**src/rtl/key_judge_initiator.sv**
```systemverilog
// key_judge_initiator: debounces the four active-low game keys, judges the
// accepted key against the lane in the hit zone, raises the matching draw
// request and holds it until its done returns, and tracks score, strikes
// and game over.
module key_judge_initiator #(
  parameter int DEBOUNCE_CYCLES = 50000,
  parameter int MAX_STRIKES     = 3,
  parameter int SCORE_MAX       = 999
) (
  input  logic       clock,
  input  logic       reset,
  input  logic       key3,
  input  logic       key2,
  input  logic       key1,
  input  logic       key0,
  input  logic [2:0] expected_line,
  input  logic       correct_input_done,
  input  logic       incorrect_input_done,
  output logic       correct_input_go,
  output logic       incorrect_input_go,
  output logic [2:0] hit_line,
  output logic       tile_consumed,
  output logic [9:0] score,
  output logic [1:0] strikes,
  output logic       game_over
);

  localparam int CW = (DEBOUNCE_CYCLES > 2) ? $clog2(DEBOUNCE_CYCLES) : 1;
  // The IDLE cycle that spots the press is the first stable sample, so the
  // press side exits one count earlier than the release side.
  localparam logic [CW-1:0] PRESS_LAST   = CW'(DEBOUNCE_CYCLES - 2);
  localparam logic [CW-1:0] RELEASE_LAST = CW'(DEBOUNCE_CYCLES - 1);
  localparam logic [9:0]    SCORE_TOP    = 10'(SCORE_MAX);
  localparam logic [1:0]    STRIKE_TOP   = 2'(MAX_STRIKES);

  typedef enum logic [2:0] {
    S_IDLE, S_DEBOUNCE, S_JUDGE, S_DRAW_OK, S_DRAW_BAD, S_WAIT_RELEASE, S_GAME_OVER
  } state_t;

  state_t          r_state, w_state_nxt;
  logic [CW-1:0]   r_cnt, w_cnt_nxt;
  logic [2:0]      r_cand, w_cand_nxt;
  logic [2:0]      r_hit, w_hit_nxt;
  logic [9:0]      r_score, w_score_nxt;
  logic [1:0]      r_strikes, w_strikes_nxt;
  logic            r_ok_go, w_ok_go_nxt;
  logic            r_bad_go, w_bad_go_nxt;
  logic [2:0]      w_line;
  logic            w_all_up;
  logic            w_match;
  logic            w_consume;

  function automatic logic [9:0] sat_score(input logic [9:0] v);
    return (v >= SCORE_TOP) ? SCORE_TOP : v + 10'd1;
  endfunction

  function automatic logic [1:0] sat_strikes(input logic [1:0] v);
    return (v >= STRIKE_TOP) ? STRIKE_TOP : v + 2'd1;
  endfunction

  // Fixed-priority key encoder: key3 wins over key2 over key1 over key0.
  always_comb begin
    w_line = 3'd0;
    if (!key3)      w_line = 3'd1;
    else if (!key2) w_line = 3'd2;
    else if (!key1) w_line = 3'd3;
    else if (!key0) w_line = 3'd4;
  end

  assign w_all_up = key3 & key2 & key1 & key0;
  assign w_match  = (expected_line == r_hit) && (expected_line != 3'd0);

  // Next-state and next-register computation for the judge FSM.
  always_comb begin
    w_state_nxt   = r_state;
    w_cnt_nxt     = r_cnt;
    w_cand_nxt    = r_cand;
    w_hit_nxt     = r_hit;
    w_score_nxt   = r_score;
    w_strikes_nxt = r_strikes;
    w_ok_go_nxt   = r_ok_go;
    w_bad_go_nxt  = r_bad_go;
    w_consume     = 1'b0;
    unique case (r_state)
      S_IDLE: begin
        if (w_line != 3'd0) begin
          w_cand_nxt  = w_line;
          w_cnt_nxt   = '0;
          w_state_nxt = S_DEBOUNCE;
        end
      end
      S_DEBOUNCE: begin
        if (w_line != r_cand) begin
          w_cnt_nxt   = '0;
          w_state_nxt = S_IDLE;
        end else if (r_cnt == PRESS_LAST) begin
          w_cnt_nxt   = '0;
          w_hit_nxt   = r_cand;
          w_state_nxt = S_JUDGE;
        end else begin
          w_cnt_nxt = r_cnt + 1'b1;
        end
      end
      S_JUDGE: begin
        if (w_match) begin
          w_consume   = 1'b1;
          w_score_nxt = sat_score(r_score);
          w_ok_go_nxt = 1'b1;
          w_state_nxt = S_DRAW_OK;
        end else begin
          w_strikes_nxt = sat_strikes(r_strikes);
          w_bad_go_nxt  = 1'b1;
          w_state_nxt   = S_DRAW_BAD;
        end
      end
      S_DRAW_OK: begin
        if (correct_input_done) begin
          w_ok_go_nxt = 1'b0;
          w_cnt_nxt   = '0;
          w_state_nxt = S_WAIT_RELEASE;
        end
      end
      S_DRAW_BAD: begin
        if (incorrect_input_done) begin
          w_bad_go_nxt = 1'b0;
          w_cnt_nxt    = '0;
          w_state_nxt  = (r_strikes == STRIKE_TOP) ? S_GAME_OVER : S_WAIT_RELEASE;
        end
      end
      S_WAIT_RELEASE: begin
        if (!w_all_up) begin
          w_cnt_nxt = '0;
        end else if (r_cnt == RELEASE_LAST) begin
          w_cnt_nxt   = '0;
          w_state_nxt = S_IDLE;
        end else begin
          w_cnt_nxt = r_cnt + 1'b1;
        end
      end
      S_GAME_OVER: begin
        w_ok_go_nxt  = 1'b0;
        w_bad_go_nxt = 1'b0;
      end
      default: w_state_nxt = S_IDLE;
    endcase
  end

  // FSM state register.
  always_ff @(posedge clock or posedge reset) begin
    if (reset) r_state <= S_IDLE;
    else       r_state <= w_state_nxt;
  end

  // Counter, latched lines, score/strike counters and the go requests.
  always_ff @(posedge clock or posedge reset) begin
    if (reset) begin
      r_cnt     <= '0;
      r_cand    <= 3'd0;
      r_hit     <= 3'd0;
      r_score   <= 10'd0;
      r_strikes <= 2'd0;
      r_ok_go   <= 1'b0;
      r_bad_go  <= 1'b0;
    end else begin
      r_cnt     <= w_cnt_nxt;
      r_cand    <= w_cand_nxt;
      r_hit     <= w_hit_nxt;
      r_score   <= w_score_nxt;
      r_strikes <= w_strikes_nxt;
      r_ok_go   <= w_ok_go_nxt;
      r_bad_go  <= w_bad_go_nxt;
    end
  end

  assign correct_input_go   = r_ok_go;
  assign incorrect_input_go = r_bad_go;
  assign hit_line           = r_hit;
  assign tile_consumed      = w_consume;
  assign score              = r_score;
  assign strikes            = r_strikes;
  assign game_over          = (r_state == S_GAME_OVER);

endmodule

```
**config.mk**
```make
export PLATFORM = sky130hd
export DESIGN_NAME = key_judge_initiator
export DESIGN_NICKNAME = d
export VERILOG_FILES = /design/src/rtl/key_judge_initiator.sv
export SDC_FILE = /design/constraint.sdc
export NUM_CORES = 1
export LEC_CHECK = 0
export ABC_AREA = 1
export CORE_MARGIN = 10
export CORE_UTILIZATION = 39
export CTS_CLUSTER_DIAMETER = 30
export DETAILED_ROUTE_END_ITERATION = 16
export GPL_TIMING_DRIVEN = 0
export PLACE_DENSITY = 0.66
export RECOVER_POWER = 50
export SLEW_MARGIN = 25
export SYNTH_ARGS = -nofsm -noshare
export SYNTH_HDL_FRONTEND = slang
export SYNTH_SLANG_ARGS = --single-unit
```
**constraint.sdc**
```tcl
create_clock -name clock -period 2.21 [get_ports clock]
set_clock_uncertainty 0.15 [all_clocks]
set_input_delay 0.442 -clock clock [delete_from_list [all_inputs] [get_ports clock]]
set_output_delay 0.442 -clock clock [all_outputs]
set_load 0.01 [all_outputs]
```
==> results by group, run 1 <==
Global route
  • Initial antenna violation count: 0
  • Total track usage: 12.3%
  • First-pass GRT wire length: 11,700 µm
  • Pin count of the biggest net entering global routing: 31
  • Vias in the first global route: 2,645
  • Grt ovf: 0

Clocking
  • Longest Clk Path Bufs: 2
  • CTS tree: built
  • CTS H-Tree Depth: 2
  • Root Buffer: clkbuf_8
  • Num CTS Buffers: 5
  • Clock-pin slew on the worst setup and hold paths: 80 ps
  • Clock sink count: 39
  • Worst-Skew Late Latency: 300 ps

Timing
  • Setup_tns: 0 ps
  • RSZ-0062 raised after global routing: false
  • Setup Viol. Count Final: 0
  • Final hold vios: 0
  • Slew headroom: 48.4%
  • Fmax: 0.469 GHz
  • Slew @ Worst Pin: 774 ps
  • Final min period: 2130 ps
  • Final worst-path cycle share: 96.4%
  • Max-slew violation count: 0

Floorplan
  • Initial Utilization: 39.5%
  • FP Rows: 31
  • IO Pins: 30
  • Die span in x: 105 µm
  • DIE HEIGHT: 105 µm
  • Total core area: 0.00718 mm²
  • Die area: 0.0111 mm²

Setup path
  • Reg2reg end: r_cnt[1]
  • FF-to-FF setup slack: 200 ps
  • Setup CP Type: in2out
  • Peak fanout along the critical path: 2
  • R2R depth: 7
  • Crit path from: expected_line[2]
  • Crit path DAT: 1540 ps
  • CP required: 1620 ps
  • Reg-to-Reg Start: r_cnt[1]
  • CP Capture Type: output port
  • Startpoint types: primary input

Synthesis
  • #FFs+latches synth: 39
  • Yosys warns: 0
  • Yosys cell types: 37
  • Synth async-reset ratio: 100%
  • Avg Inst Size Synth: 6.73 µm²
  • Sequential share of the synthesized area: 34.5%
  • Synth Net Count: 435
  • Cells after synthesis: 421
  • Area of the mapped netlist: 0.00283 mm²
  • Main synth FF type: dfrtp_1
  • Number of synthesized flops with an enable pin: 0

Routing
  • Via/cell ratio: 4.95
  • DRC: 0
  • Wire length per cell: 12.2 µm
  • Vias post-DR: 2,783
  • Post-route ant nets: 0
  • Total Routed Length: 6870 µm
  • TritonRoute pass-1 iters: 6
  • DR iter-0 viols: 113

Min path
  • Worst hold-check path type: reg2reg
  • Worst min-delay path startpoint: correct_input_go
  • Hold Crit Endpoint: correct_input_go
  • WHS Path Cells: 2

Final layout
  • Most frequent cells in the layout: 127 x nand2_1, 69 x nand3_1, 48 x inv_1
  • Area grow syn2layout: 19.3%
  • # diodes: 0
  • Fillers: 721
  • Share of layout cells above drive strength 1: 12.1%
  • Commonest non-fill, non-tap cell in the layout: nand2_1
  • Layout Nets: 476
  • Reg area: 977 µm²
  • Multi-input gate area: 0.00159 mm²

Pwr
  • Int Pwr: 1.48 mW
  • VDD IR max: 383 µV
  • Clock power share: 19.4%
  • Combinational share of power: 43.7%
  • Sequential share of power: 36.9%
  • Sw frac: 42.3%
  • Overall Power: 2.57 mW
  • Pwr dens: 759 mW/mm²
  • Leak: 1.72 nW
  • Net Sw Power: 1.09 mW

Placed design
  • Port bufs: 29
  • DP HPWL: 5200 µm
  • Routability cong.: 0.889

Status
  • Outcome: completed

Run
  • Max-Cap Viols: 0
-- sequential cells by signal (all words and copies together) (netlist names) --
signal	flops
correct_input_go	1
hit_line	3
incorrect_input_go	1
r_cand	3
r_cnt	16
r_state	3
score	10
strikes	2
-- final cells by class --
cell class / count / area share, %
multi-input cells: 316 / 46.9
flip-flops and latches: 39 / 28.9
repair buffers: 34 / 9.89
inverters: 57 / 6.44
well taps: 99 / 3.67
clock buffers: 6 / 2.15
plain buffers: 9 / 1.63
clock inverters: 2 / 0.370
-- how the worst max path moves through the flow --
stage                    end  slack (ps)  depth (start not counted)
2_1_floorplan       r_cnt[1]         580                          7
3_3_place_gp   tile_consumed        -490                          8
3_5_place_dp   tile_consumed        -480                          8
4_1_cts        tile_consumed          -1                          8
5_1_grt        tile_consumed          10                          6
6_report       tile_consumed          80                          7
-- what timing repair did --
item | CTS | global route
cloned | 0 | 0
resized for setup | 7 | 4
hold buffers | 0 | 0
hold endpoints to repair | 0 | 0
endpoints found under the setup margin | 2 | 2
pin swaps | 0 | 1
setup buffers | 4 | 0
-- metrics by stage --
step	hold WS (ps)	cells	setup slack (ps)	instance area (µm²)	utilization, %
6_report	331	562	79.6	3380	47.1
5_1_grt	375	562	14.0	3380	47.1
4_1_cts	234	562	-1.39	3390	47.3
3_5_place_dp	316	550	-485	3270	45.5
3_3_place_gp	309	549	-485	3250	45.2
2_1_floorplan	314	421	585	2830	-
-- power by group through the flow --
stage	registers (mW)	logic, mW	clock network, mW
6_report	0.948	1.12	0.497
3_5_place_dp	0.966	1.09	0
2_1_floorplan	0.968	0.728	0
3_3_place_gp	0.959	1.06	0
4_1_cts	0.946	1.14	0.517
5_1_grt	0.967	1.26	0.533
-- logic make-up after synthesis --
family | share of synthesized area (%)
adders and majority gates | 1.33
xor gates and xnor gates | 2.78
buffers and inverters | 9.72
and+or+nand+nor | 47.2
DFF | 34.5
AOI/OAI and AO/OA | 4.55
-- synthesized netlist by cell type, drive strengths merged (3+ instances only) --
library cell / instances / area [µm²]
dfrtp: 39 / 976
ha: 3 / 37.5
xor2: 9 / 78.8
nand4: 15 / 93.8
o21ai: 13 / 68.8
nand3: 73 / 395
buf: 6 / 47.5
clkbuf: 3 / 11.3
inv: 56 / 213
nor2: 48 / 226
nand2: 134 / 521
nor3: 8 / 72.6
a21oi: 5 / 28.8
-- critical path, cell delays in order --
cell,delay [ps]
clkdlybuf4s50_1,470
nor2_1,40
o21ai_0,70
nand2_1,100
nand3_2,110
clkinv_2,70
clkdlybuf4s15_2,220
-- layer usage --
layer  wire length [µm]  global-route usage [%]  vias up  share of wire (%)
met5                  0                       0        -                  0
met1               3140                    15.0     1281                 46
met3                383                    3.23        6                5.6
li1                   -                       -     1435                  -
met2               3260                    20.9       61                 48
met4                 74                    3.73        0                1.1
Note: power is estimated with default switching activity, not from simulation.
==> run 2: changes to the inputs <==
--- a/config.mk
+++ b/config.mk
@@ -10,6 +10,7 @@
 export CORE_UTILIZATION = 39
 export CTS_CLUSTER_DIAMETER = 30
 export DETAILED_ROUTE_END_ITERATION = 16
+export GPL_ROUTABILITY_DRIVEN = 0
 export GPL_TIMING_DRIVEN = 0
 export PLACE_DENSITY = 0.66
 export RECOVER_POWER = 50
==> results of run 2 <==
Same layout as run 1: the final DEF is identical, and so are final timing and power.
==> run 3: changes to the inputs <==
==> constraint.sdc (replaced) <==
create_clock -name clock -period 2.6 [get_ports clock]
set_clock_uncertainty 0.15 [all_clocks]
set_input_delay 0.52 -clock clock [delete_from_list [all_inputs] [get_ports clock]]
set_output_delay 0.52 -clock clock [all_outputs]
set_load 0.01 [all_outputs]
==> run 3 against run 2 <==
- sequential cell count did not move
- clock power fell by 14%
- power fell by 16%
- sequential power fell by 15%
- cell count fell by 0.53%
- cell area fell by 1.5%
- clock-buffer cell count did not move
- register-to-register slack improved by 400 ps
- core utilization fell by 0.70 points
- combinational power fell by 18%
- die area did not move
- largest cell class unchanged
- largest power group unchanged
- highest routed layer unchanged
==> results by group, run 3 (synthesized netlist as in run 1, its figures left out) <==
Clocking
  • Root Buffer: clkbuf_8
  • CTS H-Tree Depth: 2
  • Clock-pin slew on the worst setup and hold paths: 80 ps
  • Post-CTS Hold Fix Bufs: 0
  • Worst-Skew Late Latency: 300 ps
  • CTS tree: built
  • Longest Clk Path Bufs: 2
  • Clock sink count: 39
  • Num CTS Buffers: 5

Floorplan
  • Die span in x: 105 µm
  • IO Pins: 30
  • DIE HEIGHT: 105 µm
  • FP Rows: 31
  • Die area: 0.0111 mm²
  • Initial Utilization: 39.5%
  • Total core area: 0.00718 mm²

Setup path
  • FF-to-FF setup slack: 600 ps
  • CP required: 1930 ps
  • Setup CP Type: in2out
  • CP Capture Type: output port
  • Reg2reg end: score[4]
  • Startpoint types: primary input
  • Reg-to-Reg Start: r_state[0]
  • R2R depth: 8
  • Crit path DAT: 1760 ps
  • Peak fanout along the critical path: 3

Global route
  • Vias in the first global route: 2,621
  • Initial antenna violation count: 0
  • Total track usage: 12.3%
  • First-pass GRT wire length: 11,600 µm
  • Pin count of the biggest net entering global routing: 31
  • Grt ovf: 0

Run
  • Max-Cap Viols: 0

Routing
  • Wire length per cell: 12.2 µm
  • Via/cell ratio: 4.97
  • DR iter-0 viols: 109
  • TritonRoute pass-1 iters: 4
  • Post-route ant nets: 0
  • DRC: 0
  • Vias post-DR: 2,780
  • Total Routed Length: 6830 µm

Final layout
  • Commonest non-fill, non-tap cell in the layout: nand2_1
  • Fillers: 724
  • Biggest register: r_cnt
  • Layout Nets: 473
  • Reg area: 976 µm²
  • Fin util: 46.4%
  • Most frequent cells in the layout: 127 x nand2_1, 70 x nand3_1, 48 x inv_1
  • Area grow syn2layout: 17.5%
  • # diodes: 0
  • Share of layout cells above drive strength 1: 10.4%
  • Multi-input gate area: 0.00157 mm²
  • Largest register FFs: 16

Timing
  • Max-slew violation count: 0
  • RSZ-0062 raised after global routing: false
  • Setup_tns: 0 ps
  • Fmax: 0.411 GHz
  • Setup Viol. Count Final: 0
  • Slew @ Worst Pin: 771 ps
  • Final worst-path cycle share: 93.5%
  • Slew headroom: 48.6%
  • Final hold vios: 0
  • Final min period: 2430 ps

Placed design
  • DP HPWL: 5200 µm
  • Port bufs: 29

Min path
  • Worst min-delay path startpoint: correct_input_go
  • WHS Path Cells: 2
  • Worst hold-check path type: reg2reg
  • Hold Crit Endpoint: correct_input_go

Status
  • Outcome: completed

Pwr
  • Pwr dens: 645 mW/mm²
  • VDD IR max: 322 µV
  • Leak: 1.67 nW
[run 3: cell count changes in the layout (fill, tap and decap cells not counted), moves of 2 or more]
cell | previous run | this run
nor2_2 | 8 | 6
dlymetal6s2s_1 | 3 | 0
buf_4 | 5 | 1
clkdlybuf4s50_1 | 24 | 26
nor2_1 | 37 | 39
[run 3: per-stage QoR]
stage / cell area, µm² / power, mW / setup WS (ps) / instances / hold slack, ps
CTS: 3360 / 2.18 / 158 / 559 / 312
global placement: 3250 / 1.72 / -251 / 549 / 309
global route: 3330 / 2.30 / 61.6 / 559 / 375
floorplan: 2830 / 1.44 / 892 / 421 / 314
detailed placement: 3270 / 1.75 / -251 / 550 / 316
finish: 3330 / 2.15 / 169 / 559 / 331
[run 3: how the worst max path moves through the flow]
stage,depth (start not counted),from,endpoint
2_1_floorplan,4,expected_line[0],tile_consumed
3_3_place_gp,8,expected_line[0],tile_consumed
3_5_place_dp,8,expected_line[0],tile_consumed
4_1_cts,8,expected_line[0],tile_consumed
5_1_grt,8,expected_line[0],tile_consumed
6_report,8,expected_line[1],tile_consumed
[run 3: per-layer routing]
| layer | GRT usage [%] | up-vias | routed length (µm) |
|---|---|---|---|
| met5 | 0 | - | 0 |
| met1 | 14.9 | 1274 | 3150 |
| li1 | - | 1428 | - |
| met3 | 3.23 | 5 | 377 |
| met2 | 20.8 | 73 | 3250 |
| met4 | 3.73 | 0 | 55 |
[run 3: worst max-delay path: stages]
cell	delay, ps
clkdlybuf4s50_1	500
inv_1	50
nand2_1	50
nand2_1	50
nor2_1	130
nand3_2	120
clkinv_2	80
dlygate4sd2_1	260
[run 3: repair_timing]
| action | in CTS | in global routing |
|---|---|---|
| endpoints found under the hold margin | 0 | 0 |
| buffers inserted | 1 | 0 |
| endpoints found under the setup margin | 1 | 0 |
| resized for setup | 3 | 0 |
[run 3: where the power goes]
group	switching (mW)	total (mW)	internal, mW
Combinational	0.572	0.913	0.341
Sequential	0.109	0.810	0.701
Clock	0.237	0.425	0.188
Total	0.919	2.15	1.23
[run 3: layout make-up]
cell class / instances / share of cell area [%]
buffer: 9 / 1.65
multi-input combinational: 316 / 47.3
clock inverter: 2 / 0.376
timing repair buffer: 31 / 8.94
tap: 99 / 3.72
clock buffer: 6 / 2.18
sequential: 39 / 29.3
inverter: 57 / 6.54
